<file path="src/rtl/spi_master_xcvr.sv">
// Full-duplex SPI master: configurable word width, all four CPOL/CPHA modes,
// programmable SCLK divider, chip-select framing and a start/busy/done handshake.
// One shift register serves both directions: the outgoing bit leaves one end
// while the sampled MISO bit enters the other end.
module spi_master_xcvr #(
  parameter int DATA_W    = 8,
  parameter int DIV_W     = 8,
  parameter int LSB_FIRST = 1
) (
  input  logic              clk_i,
  input  logic              clr_i,
  input  logic [DATA_W-1:0] tx_data_i,
  input  logic              write_i,
  input  logic              cpol_i,
  input  logic              cpha_i,
  input  logic [DIV_W-1:0]  div_i,
  input  logic              miso_i,
  output logic              sclk_o,
  output logic              mosi_o,
  output logic              cs_n_o,
  output logic              busy_o,
  output logic              done_o,
  output logic [DATA_W-1:0] rx_data_o
);

  localparam logic [1:0] ST_IDLE  = 2'd0;
  localparam logic [1:0] ST_LEAD  = 2'd1;
  localparam logic [1:0] ST_XFER  = 2'd2;
  localparam logic [1:0] ST_TRAIL = 2'd3;

  // Edge counter runs 0 .. 2*DATA_W-1 across the data phase.
  localparam int               EDGE_W    = $clog2(2 * DATA_W);
  localparam logic [EDGE_W-1:0] LAST_EDGE = EDGE_W'(2 * DATA_W - 1);

  logic [1:0]        state_q, state_d;
  logic [DIV_W-1:0]  cnt_q, cnt_d;
  logic [DIV_W-1:0]  div_q, div_d;
  logic              cpol_q, cpol_d;
  logic              cpha_q, cpha_d;
  logic [EDGE_W-1:0] edge_q, edge_d;
  logic [DATA_W-1:0] shreg_q, shreg_d;
  logic              sclk_q, sclk_d;
  logic              mosi_q, mosi_d;
  logic              cs_n_q, cs_n_d;
  logic              done_q, done_d;
  logic [DATA_W-1:0] rx_q, rx_d;

  logic tick;
  logic leading;

  // Bit that leaves the shift register next, depending on bit order.
  function automatic logic out_bit(input logic [DATA_W-1:0] s);
    if (LSB_FIRST != 0) begin
      return s[0];
    end
    return s[DATA_W-1];
  endfunction

  // Advance the shift register by one bit, inserting the sampled MISO value
  // at the end opposite to the one being transmitted from.
  function automatic logic [DATA_W-1:0] shift_in(input logic [DATA_W-1:0] s,
                                                 input logic b);
    if (LSB_FIRST != 0) begin
      return {b, s[DATA_W-1:1]};
    end
    return {s[DATA_W-2:0], b};
  endfunction

  // Half-period tick: counter runs 0..div_q inclusive, never past div_q,
  // so the all-ones divider cannot overflow the counter width.
  assign tick    = (cnt_q == div_q);
  // Even edge index means SCLK is moving away from its idle level.
  assign leading = ~edge_q[0];

  // Next-state logic for the transfer sequencer and the SPI pins.
  always_comb begin
    state_d = state_q;
    cnt_d   = cnt_q;
    div_d   = div_q;
    cpol_d  = cpol_q;
    cpha_d  = cpha_q;
    edge_d  = edge_q;
    shreg_d = shreg_q;
    sclk_d  = sclk_q;
    mosi_d  = mosi_q;
    cs_n_d  = cs_n_q;
    done_d  = 1'b0;
    rx_d    = rx_q;

    if (state_q != ST_IDLE) begin
      cnt_d = tick ? '0 : cnt_q + 1'b1;
    end

    case (state_q)
      ST_IDLE: begin
        sclk_d = cpol_i;
        cs_n_d = 1'b1;
        if (write_i) begin
          state_d = ST_LEAD;
          cs_n_d  = 1'b0;
          cnt_d   = '0;
          edge_d  = '0;
          shreg_d = tx_data_i;
          div_d   = div_i;
          cpol_d  = cpol_i;
          cpha_d  = cpha_i;
          // CPHA=0 slaves sample on the very first edge, so the first bit
          // must already be on the line before SCLK moves.
          if (!cpha_i) begin
            mosi_d = out_bit(tx_data_i);
          end
        end
      end

      ST_LEAD: begin
        if (tick) begin
          state_d = ST_XFER;
        end
      end

      ST_XFER: begin
        if (tick) begin
          sclk_d = ~sclk_q;
          edge_d = edge_q + 1'b1;
          if (leading) begin
            if (!cpha_q) begin
              shreg_d = shift_in(shreg_q, miso_i);
            end else begin
              mosi_d = out_bit(shreg_q);
            end
          end else begin
            if (!cpha_q) begin
              // Last trailing edge: no further bit to present.
              if (edge_q != LAST_EDGE) begin
                mosi_d = out_bit(shreg_q);
              end
            end else begin
              shreg_d = shift_in(shreg_q, miso_i);
            end
          end
          if (edge_q == LAST_EDGE) begin
            state_d = ST_TRAIL;
            edge_d  = '0;
          end
        end
      end

      ST_TRAIL: begin
        if (tick) begin
          state_d = ST_IDLE;
          cs_n_d  = 1'b1;
          done_d  = 1'b1;
          rx_d    = shreg_q;
          mosi_d  = 1'b0;
        end
      end

      default: begin
        state_d = ST_IDLE;
      end
    endcase
  end

  // State registers with synchronous clear; SCLK parks at the live CPOL.
  always_ff @(posedge clk_i) begin
    if (clr_i) begin
      state_q <= ST_IDLE;
      cnt_q   <= '0;
      div_q   <= '0;
      cpol_q  <= 1'b0;
      cpha_q  <= 1'b0;
      edge_q  <= '0;
      shreg_q <= '0;
      sclk_q  <= cpol_i;
      mosi_q  <= 1'b0;
      cs_n_q  <= 1'b1;
      done_q  <= 1'b0;
      rx_q    <= '0;
    end else begin
      state_q <= state_d;
      cnt_q   <= cnt_d;
      div_q   <= div_d;
      cpol_q  <= cpol_d;
      cpha_q  <= cpha_d;
      edge_q  <= edge_d;
      shreg_q <= shreg_d;
      sclk_q  <= sclk_d;
      mosi_q  <= mosi_d;
      cs_n_q  <= cs_n_d;
      done_q  <= done_d;
      rx_q    <= rx_d;
    end
  end

  assign sclk_o    = sclk_q;
  assign mosi_o    = mosi_q;
  assign cs_n_o    = cs_n_q;
  assign busy_o    = (state_q != ST_IDLE);
  assign done_o    = done_q;
  assign rx_data_o = rx_q;

endmodule

</file>
<file path="config.mk">
export PLATFORM = sky130hd
export DESIGN_NAME = spi_master_xcvr
export DESIGN_NICKNAME = d
export VERILOG_FILES = /design/src/rtl/spi_master_xcvr.sv
export SDC_FILE = /design/constraint.sdc
export NUM_CORES = 1
export LEC_CHECK = 0
export ABC_AREA = 1
export CELL_PAD_IN_SITES_DETAIL_PLACEMENT = 1
export CELL_PAD_IN_SITES_GLOBAL_PLACEMENT = 1
export CORE_MARGIN = 1.5
export CORE_UTILIZATION = 34
export CTS_CLUSTER_SIZE = 25
export DETAILED_ROUTE_END_ITERATION = 7
export HOLD_SLACK_MARGIN = 0.02
export PLACE_DENSITY_LB_ADDON = 0.1
export SETUP_SLACK_MARGIN = 0.05
export SYNTH_ARGS = -nofsm -noshare
export SYNTH_HDL_FRONTEND = slang
export SYNTH_SLANG_ARGS = --single-unit
</file>
<file path="constraint.sdc">
create_clock -name clk_i -period 1.5 [get_ports clk_i]
set_input_delay 0.225 -clock clk_i [delete_from_list [all_inputs] [get_ports clk_i]]
set_output_delay 0.225 -clock clk_i [all_outputs]
set_load 0.02 [all_outputs]
</file>
==> impl_metrics.csv, run 1 <==
group,metric,value,unit
status,status,"completed",
sta,maxSlewHeadroom,82.4,%
sta,hold_violations,0,
global_route,antenna_found_initial,0,
global_route,met2_usage,34.3,%
synth,synth.largest_area_cell,"dfxtp_1",
cts,cts.sinks,43,
floorplan,die_y,81.8,um
floorplan,core_area,5960,sq um
global_route,first_global_vias,2131,
detailed_routing,dr.first_iter.drc_count,80,
setup_path,path_cells,"inv_4, nand2_2, nand2_2, nand2_2, nor2_4, nand2_4, nand2_8, nand4_4, nor2_1, nor2_1",
floorplan,dieArea,6690,sq um
detailed_routing,remaining_drc_errors,0,
placement,routabilityCongestion,0.825,
setup_path,start_kind,"flop",
cts,clk_pin_slew,90,ps
cts,clk_path_buf_depth,2,
detailed_routing,avgRoutedWirePerCell,14.4,um
floorplan,placementRows,28,
placement,hpwl,4.58,mm
sta,period_share,98.0,%
finish,n_antenna_cell,0,
floorplan,die_x,81.8,um
sta,fmax,680,MHz
setup_path,crit_top_cell,"nand2_2",
synth,synth_edf_count,1,
global_route,met1_usage,26.8,%
global_route,grt_pass1_wl,10.3,mm
global_route,grt.met3_usage,3.89,%
sta,finalMaxSlewViolations,0,
detailed_routing,vias,2158,
synth,synth_warnings,0,
synth,async_flop_share,0,%
cts,cts_root_buffer,"clkbuf_8",
cts,cts_tree,"built",
finish,syn2layout_area_growth,50.2,%
synth,postSynthAreaPerCell,6.94,sq um
setup_path,required,1710,ps
placement,portBuffers,34,
sta,tns,0,ps
global_route,overflow,0,
synth,yosys.cell_count.top_type,"nand2_1",
setup_path,max_stage_delay,370,ps
power,p_leak,1.41,nW
setup_path,cp-end-kind,"flop",
synth,ys_seq_elements,43,
synth,synth_fp_nets,332,
cts,postCtsHoldBufs,0,
setup_path,crit_fanout,8,
detailed_routing,postRouteAntennaNets,0,
job,cap_violations,0,
power,ir_worst_vdd,0.000767,V
sta,setup_slack,29.5,ps
setup_path,critPathKind,"reg -> reg",
cts,clk_latency,310,ps
worst_hold_path,min_path_type,"reg -> reg",
finish,drive_gt1_share,33.1,%
synth,syn_inst,304,
detailed_routing,drtPass1Iterations,6,
global_route,grt_max_degree,22,
synth,yosys_most_used_dff,"dfxtp_1",
sta,worst-slew-pin-transition,262,ps
finish,fillers,753,
placement,dp_slack,-71.7,ps
global_route,grt_busiest_layer,"met2",
floorplan,initial_core_util,35.4,%
setup_path,cp_num_buf_inv,1,
sta,worst_hold_slack,461,ps
finish,fin_util,53.2,%
sta,setup-violations-final,0,
setup_path,cp.arrival,1680,ps
synth,synthTopCellsByCount,"nand2_1, dfxtp_1, inv_1, nor2_1, o21ai_0",
power,power_density,1730,nW/um^2
detailed_routing,totalWireLength,6.49,mm
synth,synth_area,2110,sq um
cts,cts_made_buffers,5,
cts,htree_levels,2,
floorplan,ios,35,
setup_path,cp_slowest_cell,"dfxtp_4",
synth,ys_seq_area_share,41.3,%
sta,rsz0062_at_grt,"true",
sta,period_minus_slack,1470,ps
synth,synth_cell_types,31,
sta,fin_skew,12.4,ps
finish,finalNetCount,402,
detailed_routing,post_drt_via_cell_ratio,4.80,
synth,ys_top_cells_by_area,"dfxtp_1, nand2_1, o21ai_0",
synth,yosysTopAreaCellShare,39.9,%
global_route,grt_usage,20.5,%
setup_path,cp_top_family,"simple AND/OR/NAND/NOR gates",
[logic make-up after synthesis]
family                   share of synthesized area [%]
AND/OR/NAND/NOR                                   29.9
buffers and inverters                             8.78
AO/OA/AOI/OAI                                     13.6
flip-flops                                        41.3
adder cells (fa/ha/maj)                           3.56
XOR/XNOR                                          2.91
[cell usage in the layout (no fill, tap or decap), types with 5 or more instances in the layout]
cell type,netlist,layout
buf_4,1,31
o21ai_1,1,6
o21ai_0,27,20
nand3_1,13,9
dlygate4sd2_1,0,12
dfxtp_2,0,14
nand4_1,5,5
nand2_2,1,19
inv_2,3,7
inv_1,35,26
a21oi_1,19,16
nand2_1,86,63
clkbuf_8,0,7
clkdlybuf4s50_1,0,21
dfxtp_1,42,27
nor2_1,35,31
nand2_4,1,5
[where the power goes]
group | switching [W] | internal [W]
clock network | 0.000432 | 0.000420
registers | 0.000152 | 0.00144
logic | 0.00182 | 0.00121
total | 0.00240 | 0.00307
[final timing paths]
kind,startpoint,end,slack (ps),cells past startpoint
setup / recovery,cnt_q[0],shreg_q[1],30,10
hold / removal,rx_data_o[0],rx_data_o[0],460,2
setup reg to reg,cnt_q[0],shreg_q[1],30,10
hold reg to reg,rx_data_o[0],rx_data_o[0],460,2
[final cells by class]
type	count	area, sq um	area share, %
clock buffer	7	96.3	3.04
tap	75	93.8	2.96
timing repair inverter	1	8.76	0.276
multi-input combinational	216	1300	41.1
timing repair buffer	68	604	19.1
sequential	43	892	28.1
inverter	39	164	5.17
clock inverter	1	7.51	0.237
[state kept, by name, indices dropped and copies added (netlist names)]
register and count:
shreg_q 8, state_q 2, mosi_o 1, edge_q 4
cnt_q 8, div_q 8, cpha_q 1, rx_data_o 8
done_o 1, sclk_o 1, cs_n_o 1
[metal layers]
| metal | wire, um | share of wire (%) |
|---|---|---|
| met5 | 0 | 0 |
| met4 | 84 | 1.3 |
| met3 | 157 | 2.4 |
| met2 | 3080 | 47 |
| met1 | 3170 | 49 |
[worst register-to-register path, stage by stage, from the launching register on]
cell	delay, ps
dfxtp_4	370
inv_4	60
nand2_2	50
nand2_2	60
nand2_2	60
nor2_4	130
nand2_4	110
nand2_8	110
nand4_4	170
nor2_1	180
nor2_1	60
[what timing repair did]
item / CTS / global route
endpoints found under the setup margin: 40 / 40
hold endpoints to repair: 0 / 0
pin swaps: 9 / 30
resized for setup: 42 / 65
buffers inserted: 1 / 3
gates cloned: 1 / 1
[per-stage QoR]
step / cell area, sq um / cells / total power (W)
4_1_cts: 2970 / 446 / 0.00513
3_3_place_gp: 2770 / 436 / 0.00394
6_report: 3170 / 450 / 0.00548
5_1_grt: 3170 / 450 / 0.00590
2_1_floorplan: 2130 / 304 / 0.00314
3_5_place_dp: 2770 / 436 / 0.00404
(Power assumes the default switching activity.)
==> inputs of run 2 (changes only) <==
- CORE_UTILIZATION: 34 -> 37
- clock period: 1.5 -> 1.67 ns (I/O delays scaled with it)
==> run 2 against run 1 <==
  * Sequential power down 11%
  * Sequential share of layout area increased by 2.7 points
  * Non-clock buffer count fell by 17
  * Highest routed layer unchanged
  * Clock-buffer cell count shrank 2
==> impl_metrics.csv, run 2 (synthesis gave the netlist of run 1 again) <==
group,metric,value,unit
finish,final_common_cell,"nand2_1",
finish,mostFrequentLayoutCells,"nand2_1, dfxtp_1, clkdlybuf4s50_1, nor2_1",
setup_path,cp_num_buf_inv,3,
sta,setup-violations-final,0,
setup_path,max_stage_delay,330,ps
global_route,overflow,0,
sta,worst_hold_slack,464,ps
global_route,antenna_found_initial,0,
detailed_routing,dr.first_iter.drc_count,48,
setup_path,cp_slowest_cell,"dfxtp_1",
cts,clk_path_buf_depth,2,
power,power,0.00440,W
cts,cts_tree,"built",
sta,maxSlewHeadroom,78.4,%
job,cap_violations,0,
sta,finalMaxSlewViolations,0,
cts,htree_levels,2,
finish,n_antenna_cell,0,
sta,hold_violations,0,
finish,finalNetCount,384,
sta,fmax,641,MHz
sta,rsz0062_at_grt,"false",
setup_path,path_cells,"inv_2, ha_4, inv_2, nor2_4, clkinvlp_4, nand4_4, nand2_1, nand2_1, nor2_1",
global_route,grt_usage,20.3,%
setup_path,cp-end-kind,"flop",
worst_hold_path,min_path_type,"reg -> reg",
global_route,grt_pass1_wl,9.82,mm
cts,cts.sinks,43,
sta,fin_skew,3.51,ps
setup_path,critPathKind,"reg -> reg",
finish,syn2layout_area_growth,34.5,%
sta,tns,0,ps
floorplan,die_x,78.5,um
power,ir_worst_vdd,0.000779,V
cts,clk_pin_slew,90,ps
cts,cts_made_buffers,5,
power,power_density,1550,nW/um^2
sta,worst-slew-pin-transition,322,ps
detailed_routing,totalWireLength,6.04,mm
detailed_routing,post_drt_via_cell_ratio,4.81,
floorplan,ios,35,
cts,cts_root_buffer,"clkbuf_8",
detailed_routing,vias,2063,
floorplan,initial_core_util,38.3,%
global_route,grt_max_degree,16,
placement,portBuffers,34,
floorplan,core_area,5510,sq um
placement,routabilityCongestion,0.815,
finish,drive_gt1_share,16.8,%
power,p_leak,1.21,nW
detailed_routing,avgRoutedWirePerCell,14.1,um
floorplan,die_y,78.5,um
global_route,first_global_vias,2105,
detailed_routing,drtPass1Iterations,4,
sta,period_share,93.5,%
detailed_routing,postRouteAntennaNets,0,
setup_path,required,1860,ps
floorplan,placementRows,27,
setup_path,crit_fanout,8,
finish,fillers,714,
cts,clk_latency,290,ps
detailed_routing,remaining_drc_errors,0,
placement,hpwl,4.43,mm
floorplan,dieArea,6160,sq um
status,status,"completed",
sta,period_minus_slack,1560,ps
setup_path,cp_top_family,"simple AND/OR/NAND/NOR gates",
setup_path,cp.arrival,1750,ps
setup_path,start_kind,"flop",
-- run 2: worst paths after layout --
kind           startpoint      endpoint  slack, ps  cells after the start
min reg2reg  rx_data_o[4]  rx_data_o[4]        460                      2
max            state_q[0]    shreg_q[0]        110                      9
min          rx_data_o[4]  rx_data_o[4]        460                      2
max reg2reg    state_q[0]    shreg_q[0]        110                      9
-- run 2: worst register-to-register path, cell delays in order, from the launching register on --
cell and delay (ps):
dfxtp_1 330, inv_2 130, ha_4 160, inv_2 60
nor2_4 130, clkinvlp_4 230, nand4_4 250, nand2_1 80
nand2_1 60, nor2_1 40
-- run 2: area by class of cell --
class / instances / area, sq um / share of cell area (%)
Clock inverter: 3 / 18.8 / 0.661
Inverter: 39 / 155 / 5.47
Clock buffer: 5 / 68.8 / 2.43
Timing Repair Buffer: 51 / 469 / 16.5
Sequential cell: 43 / 876 / 30.9
Multi-Input combinational cell: 216 / 1160 / 40.9
Tap cell: 72 / 90.1 / 3.17
-- run 2: report_power, final --
group	switching (W)	internal [W]
registers	0.000132	0.00128
logic	0.00146	0.000867
clock network	0.000371	0.000293
-- run 2: what timing repair did --
action                     CTS  global route
gates resized for setup      9            25
pin swaps                    1             5
cloned                       1             0
setup endpoints to repair   21            33
buffers inserted             0             1
hold buffers                 0             0
-- run 2: metal layers --
metal	vias up	GRT usage, %	routed length (um)
li1	1073	-	-
met1	961	25.7	2880
met2	23	35.3	2960
met3	6	3.72	127
met4	0	5.36	74
met5	-	0	0
-- run 2: stage by stage --
stage	instances	instance area [sq um]	setup WS, ps	util (%)
2_1_floorplan	304	2110	85.7	-
3_3_place_gp	419	2620	50.7	47.6
3_5_place_dp	419	2620	-2.55	47.6
4_1_cts	428	2750	46.9	49.9
5_1_grt	429	2840	27.8	51.5
6_report	429	2840	109	51.5
